### src/rtl/alu_pkg.sv
// Shared definitions for the ALU and the two-requester ALU arbiter.
`timescale 1ns/1ps
package alu_pkg;

  localparam int ALU_W = 32;

  localparam logic [3:0] ALU_AND = 4'b0000;
  localparam logic [3:0] ALU_OR  = 4'b0001;
  localparam logic [3:0] ALU_ADD = 4'b0010;
  localparam logic [3:0] ALU_SUB = 4'b0110;
  localparam logic [3:0] ALU_SLT = 4'b0111;
  localparam logic [3:0] ALU_NOR = 4'b1100;

  typedef enum logic [1:0] {
    IDLE = 2'd0,
    EXEC = 2'd1,
    RESP = 2'd2
  } arb_state_t;

endpackage

### src/rtl/alu.sv
// Combinational ALU: and/or/add/sub/unsigned-slt/nor; unknown codes give 0.
`timescale 1ns/1ps
module alu
  import alu_pkg::*;
#(
  parameter int WIDTH = ALU_W
) (
  input  logic [3:0]       alu_ctr,
  input  logic [WIDTH-1:0] di1,
  input  logic [WIDTH-1:0] di2,
  output logic [WIDTH-1:0] out,
  output logic             zero
);

  // Select the operation; arithmetic wraps modulo 2^WIDTH.
  always_comb begin
    out = '0;
    case (alu_ctr)
      ALU_AND: out = di1 & di2;
      ALU_OR:  out = di1 | di2;
      ALU_ADD: out = di1 + di2;
      ALU_SUB: out = di1 - di2;
      ALU_SLT: out = {{(WIDTH-1){1'b0}}, (di1 < di2)};
      ALU_NOR: out = ~(di1 | di2);
      default: out = '0;
    endcase
  end

  assign zero = (out == '0);

endmodule

### src/rtl/alu_arbiter.sv
// Round-robin arbiter sharing one combinational ALU between two requesters.
// Each operation takes IDLE (handshake) -> EXEC (ALU evaluates) -> RESP
// (one-cycle response pulse to the owner).
`timescale 1ns/1ps
module alu_arbiter
  import alu_pkg::*;
#(
  parameter int WIDTH = ALU_W
) (
  input  logic             clk,
  input  logic             rst,
  input  logic             req0_valid,
  output logic             req0_ready,
  input  logic [3:0]       req0_ctr,
  input  logic [WIDTH-1:0] req0_a,
  input  logic [WIDTH-1:0] req0_b,
  input  logic             req1_valid,
  output logic             req1_ready,
  input  logic [3:0]       req1_ctr,
  input  logic [WIDTH-1:0] req1_a,
  input  logic [WIDTH-1:0] req1_b,
  output logic             rsp0_valid,
  output logic [WIDTH-1:0] rsp0_result,
  output logic             rsp0_zero,
  output logic             rsp1_valid,
  output logic [WIDTH-1:0] rsp1_result,
  output logic             rsp1_zero
);

  arb_state_t       state_q, state_d;
  logic             last_q, last_d;
  logic             owner_q, owner_d;
  logic [3:0]       ctr_q, ctr_d;
  logic [WIDTH-1:0] a_q, a_d;
  logic [WIDTH-1:0] b_q, b_d;
  logic [WIDTH-1:0] res_q, res_d;
  logic             zero_q, zero_d;

  logic             any_req;
  logic             grant;
  logic             accept;
  logic [WIDTH-1:0] alu_out;
  logic             alu_zero;

  alu #(
    .WIDTH (WIDTH)
  ) u_alu (
    .alu_ctr (ctr_q),
    .di1     (a_q),
    .di2     (b_q),
    .out     (alu_out),
    .zero    (alu_zero)
  );

  // Pick the winner: on a tie the requester not served last wins.
  always_comb begin
    any_req = req0_valid | req1_valid;
    if (req0_valid && req1_valid) begin
      grant = ~last_q;
    end else begin
      grant = req1_valid;
    end
    accept = (state_q == IDLE) && any_req;
  end

  assign req0_ready = accept && !grant;
  assign req1_ready = accept && grant;

  assign rsp0_valid  = (state_q == RESP) && !owner_q;
  assign rsp1_valid  = (state_q == RESP) && owner_q;
  assign rsp0_result = res_q;
  assign rsp1_result = res_q;
  assign rsp0_zero   = zero_q;
  assign rsp1_zero   = zero_q;

  // Next-state, operand capture and result capture.
  always_comb begin
    state_d = state_q;
    last_d  = last_q;
    owner_d = owner_q;
    ctr_d   = ctr_q;
    a_d     = a_q;
    b_d     = b_q;
    res_d   = res_q;
    zero_d  = zero_q;
    case (state_q)
      IDLE: begin
        if (accept) begin
          owner_d = grant;
          ctr_d   = grant ? req1_ctr : req0_ctr;
          a_d     = grant ? req1_a   : req0_a;
          b_d     = grant ? req1_b   : req0_b;
          state_d = EXEC;
        end
      end
      EXEC: begin
        res_d   = alu_out;
        zero_d  = alu_zero;
        state_d = RESP;
      end
      RESP: begin
        last_d  = owner_q;
        state_d = IDLE;
      end
      default: state_d = IDLE;
    endcase
  end

  // State and datapath registers; reset aborts any operation in flight.
  always_ff @(posedge clk or posedge rst) begin
    if (rst) begin
      state_q <= IDLE;
      last_q  <= 1'b1;
      owner_q <= 1'b0;
      ctr_q   <= '0;
      a_q     <= '0;
      b_q     <= '0;
      res_q   <= '0;
      zero_q  <= 1'b0;
    end else begin
      state_q <= state_d;
      last_q  <= last_d;
      owner_q <= owner_d;
      ctr_q   <= ctr_d;
      a_q     <= a_d;
      b_q     <= b_d;
      res_q   <= res_d;
      zero_q  <= zero_d;
    end
  end

endmodule

### config.mk
export PLATFORM = sky130hd
export DESIGN_NAME = alu_arbiter
export DESIGN_NICKNAME = d
export VERILOG_FILES = /design/src/rtl/alu_pkg.sv /design/src/rtl/alu.sv /design/src/rtl/alu_arbiter.sv
export SDC_FILE = /design/constraint.sdc
export NUM_CORES = 1
export LEC_CHECK = 0
export CORE_MARGIN = 5
export CORE_UTILIZATION = 53
export CTS_CLUSTER_DIAMETER = 120
export DETAILED_ROUTE_END_ITERATION = 8
export HOLD_SLACK_MARGIN = 0.08
export PLACE_DENSITY = 0.83
export SETUP_SLACK_MARGIN = 0.4
export SLEW_MARGIN = 20
export SYNTH_ARGS = -nofsm -noshare
export SYNTH_HDL_FRONTEND = slang
export SYNTH_SLANG_ARGS = --single-unit
### constraint.sdc
create_clock -name clk -period 5.3 [get_ports clk]
set_clock_uncertainty 0.2 [all_clocks]
set_input_delay 1.325 -clock clk [delete_from_list [all_inputs] [get_ports clk]]
set_output_delay 1.325 -clock clk [all_outputs]
set_load 0.1 [all_outputs]
==> metrics.log <==
[metrics] tightest hold margin: roughly 0.31 ns
[metrics] actual slew at the worst max-slew pin: 1.08 ns
[metrics] maxcap violations: 0
[metrics] number of instances in the synthesized netlist: around 1200
[metrics] post-layout min period: approximately 4.4 ns
[metrics] die outline area: 21400 sq um
[metrics] Yosys warning count: 0
[metrics] wire length of the first global-routing pass: 52100 microns
[metrics] Die Span Y: 146 microns
[metrics] total wire length after detailed routing: 32700 microns
[metrics] cell at the root of the clock tree: sky130_fd_sc_hd__clkbuf_16
[metrics] area occupied by registers: 2630 sq um
[metrics] Std-Cell Core Area: 18100 sq um
[metrics] via density per instance: 6.38
[metrics] number of flops mapped to enable cells by yosys: 0
[metrics] overall via count from detail_route: 10100
[metrics] routed length per instance: 20.6 microns
[metrics] fraction of final layout cells with drive strength greater than 1: approximately 5.2%
[metrics] total buffers and inverters traversed by the critical path: 1
[metrics] data arrival time of the critical path: approximately 4.5 ns
[metrics] CTS buffer count: 9
[metrics] post-detailed-placement half-perimeter wirelength: around 25000 microns
[metrics] worst-path cell chain: ha_1 > inv_1 > fa_1 > nand2b_1 > a2111oi_2 > o21bai_1 > nand2_1 > a31oi_1 > xnor2_1 > a2111oi_0 > nand4_1 > nor4_1 > nand4_1 > o41ai_2
[metrics] iteration count of the initial detailed-routing pass: 9
[metrics] most frequent CP cell: sky130_fd_sc_hd__nand4_1
[metrics] depth of the CTS H-tree: 3
[metrics] met1 capacity usage during global routing: just over 40%
[metrics] outcome: completed
[metrics] Post-DRT Antenna Nets: 0
[metrics] grt total ovfl: 0
[metrics] largest fanout on the critical path: 4
[metrics] setup TNS: 0 ns
[metrics] achievable clock frequency: approximately 230 MHz
[metrics] total of buffers placed on input and output ports: 209
[metrics] class of the most critical setup path: flip-flop to flip-flop
[metrics] vias in the first global route: just under 10000
[metrics] class of the tightest hold or removal check: flip-flop to flip-flop
[metrics] Critical Path Start Type: flip-flop
[metrics] most common cell after layout, fill and taps aside: sky130_fd_sc_hd__clkdlybuf4s50_1
[metrics] Final Slew Violations: 0
[metrics] initial core utilization: between 50% and 60%
[metrics] final weighted congestion of routability-driven global placement: ~1
[metrics] Die X: 146 microns
[metrics] Synth cell types: between 80 and 90
[metrics] quantity of hold-fixing buffers added after cts: 0
[metrics] # diodes: 0
[metrics] most heavily used metal layer in global routing: met2
[metrics] met3 routing resource usage after global routing: under 10%
[metrics] Hold Violations, Final: 0
[metrics] layout overhead on the synthesized area: 23.3%
[metrics] RSZ-0062 raised after global routing: no
[metrics] Global Route met2 Usage: a little under half
[metrics] top library cells by usage in the layout, fill and taps aside: sky130_fd_sc_hd__clkdlybuf4s50_1 (207), sky130_fd_sc_hd__inv_1 (173), sky130_fd_sc_hd__dfrtp_1 (103)
[metrics] net count of the finished layout: about 1600
[metrics] maximum root-to-sink buffer count: 2
[metrics] area occupied by multi-input gates: 6000 sq um
[metrics] pin count of the biggest net entering global routing: a little over 70
[metrics] placed instance area: 11800 sq um
[metrics] I/O pins: between 200 and 250
[metrics] initial detailed-routing violation count: roughly 1100
[metrics] net count after synthesis: 1472
[metrics] synthesized cell area: ~9800 sq um
[metrics] cells resized by post-CTS repair: 0
[metrics] initial antenna violation count: 0
[metrics] final design area excluding fillers: 12100 sq um
[metrics] Clk pin slew, worst setup/hold paths: approximately 0.08 ns
[metrics] CTS sink count: ~110
[metrics] number of rows in the core area: 49
[metrics] async set-reset flop share out of synthesis: 100%
[metrics] worst-skew pair later-pin latency: approximately 0.36 ns
[metrics] slowest stage cell on the critical path: sky130_fd_sc_hd__a2111oi_0
[metrics] GRT Total Usage: 29.6%
[metrics] filler cell count in the final layout: 1570
[metrics] cell family with most CP delay: compound AO/OA/AOI/OAI gates
[metrics] Post-CTS Repair Setup Buffers: 0
[metrics] most frequently used flop master after synthesis: sky130_fd_sc_hd__dfrtp_1
[metrics] worst max-slew margin expressed relative to the limit: between 20% and 30%
[metrics] count of state elements after synthesis: about 110
[metrics] mean instance size in the synthesized netlist: between 7 and 8 sq um
[metrics] WP data required: 5.35 ns
[metrics] TritonCTS clock tree: built
[metrics] final setup violation count: 0
[metrics] fraction of the yosys area taken by sequential cells: between 20% and 30%
[metrics] kind of capture point of the worst setup path: flip-flop
[metrics] ratio of final minimum period to clock period: roughly 83%
[metrics] largest stage delay on the critical path: around 0.80 ns
[metrics] final routed DRC violation total: 0
[synth_stat cells, types with 3 or more instances]
cell type,number,area [sq um]
sky130_fd_sc_hd__a221oi_1,3,26.3
sky130_fd_sc_hd__a21boi_0,4,30.0
sky130_fd_sc_hd__buf_4,34,255
sky130_fd_sc_hd__o31ai_1,22,165
sky130_fd_sc_hd__buf_2,17,85.1
sky130_fd_sc_hd__nand3b_1,3,22.5
sky130_fd_sc_hd__clkbuf_1,47,176
sky130_fd_sc_hd__mux2_2,3,33.8
sky130_fd_sc_hd__o221ai_1,5,43.8
sky130_fd_sc_hd__xnor2_1,21,184
sky130_fd_sc_hd__o21bai_1,12,90.1
sky130_fd_sc_hd__o21ai_1,5,25.0
sky130_fd_sc_hd__o21a_1,6,45.0
sky130_fd_sc_hd__a21o_1,9,67.6
sky130_fd_sc_hd__a211o_1,3,26.3
sky130_fd_sc_hd__nand3_1,12,60.1
sky130_fd_sc_hd__a21oi_2,3,26.3
sky130_fd_sc_hd__or3_1,3,18.8
sky130_fd_sc_hd__inv_2,7,26.3
sky130_fd_sc_hd__nand2b_1,12,75.1
sky130_fd_sc_hd__nand2_1,84,315
sky130_fd_sc_hd__dfrtp_1,104,2600
sky130_fd_sc_hd__nor2b_1,5,31.3
sky130_fd_sc_hd__mux2i_1,14,140
sky130_fd_sc_hd__o22ai_1,4,25.0
sky130_fd_sc_hd__inv_1,174,653
sky130_fd_sc_hd__a211oi_1,11,82.6
sky130_fd_sc_hd__ha_1,101,1260
sky130_fd_sc_hd__a21oi_1,99,495
sky130_fd_sc_hd__a222oi_1,68,681
sky130_fd_sc_hd__o211ai_1,9,67.6
sky130_fd_sc_hd__a31oi_1,11,68.8
sky130_fd_sc_hd__nor2_1,99,372
sky130_fd_sc_hd__nor3_1,18,90.1
sky130_fd_sc_hd__buf_1,9,33.8
sky130_fd_sc_hd__a22oi_1,25,188
sky130_fd_sc_hd__a41oi_1,3,26.3
sky130_fd_sc_hd__nor4_1,7,43.8
sky130_fd_sc_hd__and4_1,4,35.0
sky130_fd_sc_hd__o21ai_0,67,335
sky130_fd_sc_hd__and2_1,4,25.0
sky130_fd_sc_hd__or2_2,3,18.8
sky130_fd_sc_hd__nand4_1,15,93.8
sky130_fd_sc_hd__o211a_1,4,40.0
[cells by family after synthesis]
kind of cell             Yosys count  share of synthesized area [%]
AO/OA/AOI/OAI                    408                           29.8
buffers and inverters            289                           12.5
AND/OR/NAND/NOR                  284                           13.8
flip-flops                       105                           26.7
adder cells (fa/ha/maj)          103                           13.3
XOR/XNOR                          23                           2.05
multiplexers                      17                           1.77
[stage by stage]
stage                     util [%]  cells  setup slack [ns]
after floorplan                  -   1229             0.973
after global placement        65.3   1573              1.32
after detailed placement      65.3   1573              1.10
after CTS                     67.0   1589              1.06
after global routing          67.0   1589             0.559
final                         67.0   1589             0.899
[path summary, 6_finish.rpt]
kind / slack, ns / from / endpoint / cells past startpoint
max: 0.90 / b_q[0] / rsp0_zero / 14
min: 0.31 / rsp0_result[6] / rsp0_result[6] / 2
max reg2reg: 0.90 / b_q[0] / rsp0_zero / 14
min reg2reg: 0.31 / rsp0_result[6] / rsp0_result[6] / 2
max in group asynchronous: 2.98 / rst / last_q / 3
min in group asynchronous: 1.16 / rst / b_q[8] / 2
[flip-flops by register name, indices dropped and copies added (netlist names)]
name,cells
ctr_q,4
rsp0_zero,1
a_q,32
last_q,1
rsp0_result,32
b_q,32
owner_q,1
state_q,2
[area by class of cell]
| cell class | count | share of cell area (%) |
|---|---|---|
| multi-input cells | 835 | 49.5 |
| flip-flops and latches | 105 | 21.7 |
| repair buffers | 222 | 18.2 |
| inverters | 182 | 5.66 |
| well taps | 229 | 2.36 |
| clock buffers | 9 | 1.86 |
| clock inverters | 7 | 0.702 |
[metal layers]
metal	wire length (microns)	share of wire, %
met5	0	0
met2	14900	46
met3	2710	8.3
met4	820	2.5
met1	14200	43
[worst reg2reg max path, delay by kind of cell, from the launching register on]
| kind | cells | cell delay [ns] |
|---|---|---|
| compound gates | 5 | 1.83 |
| simple gates | 5 | 1.04 |
| fa+ha+maj | 2 | 0.59 |
| flops | 1 | 0.40 |
| xor+xnor | 1 | 0.16 |
| buf+inv | 1 | 0.07 |
Power is not shown: default switching activity piles up to over one toggle a cycle in this logic, so the estimate is an artifact.
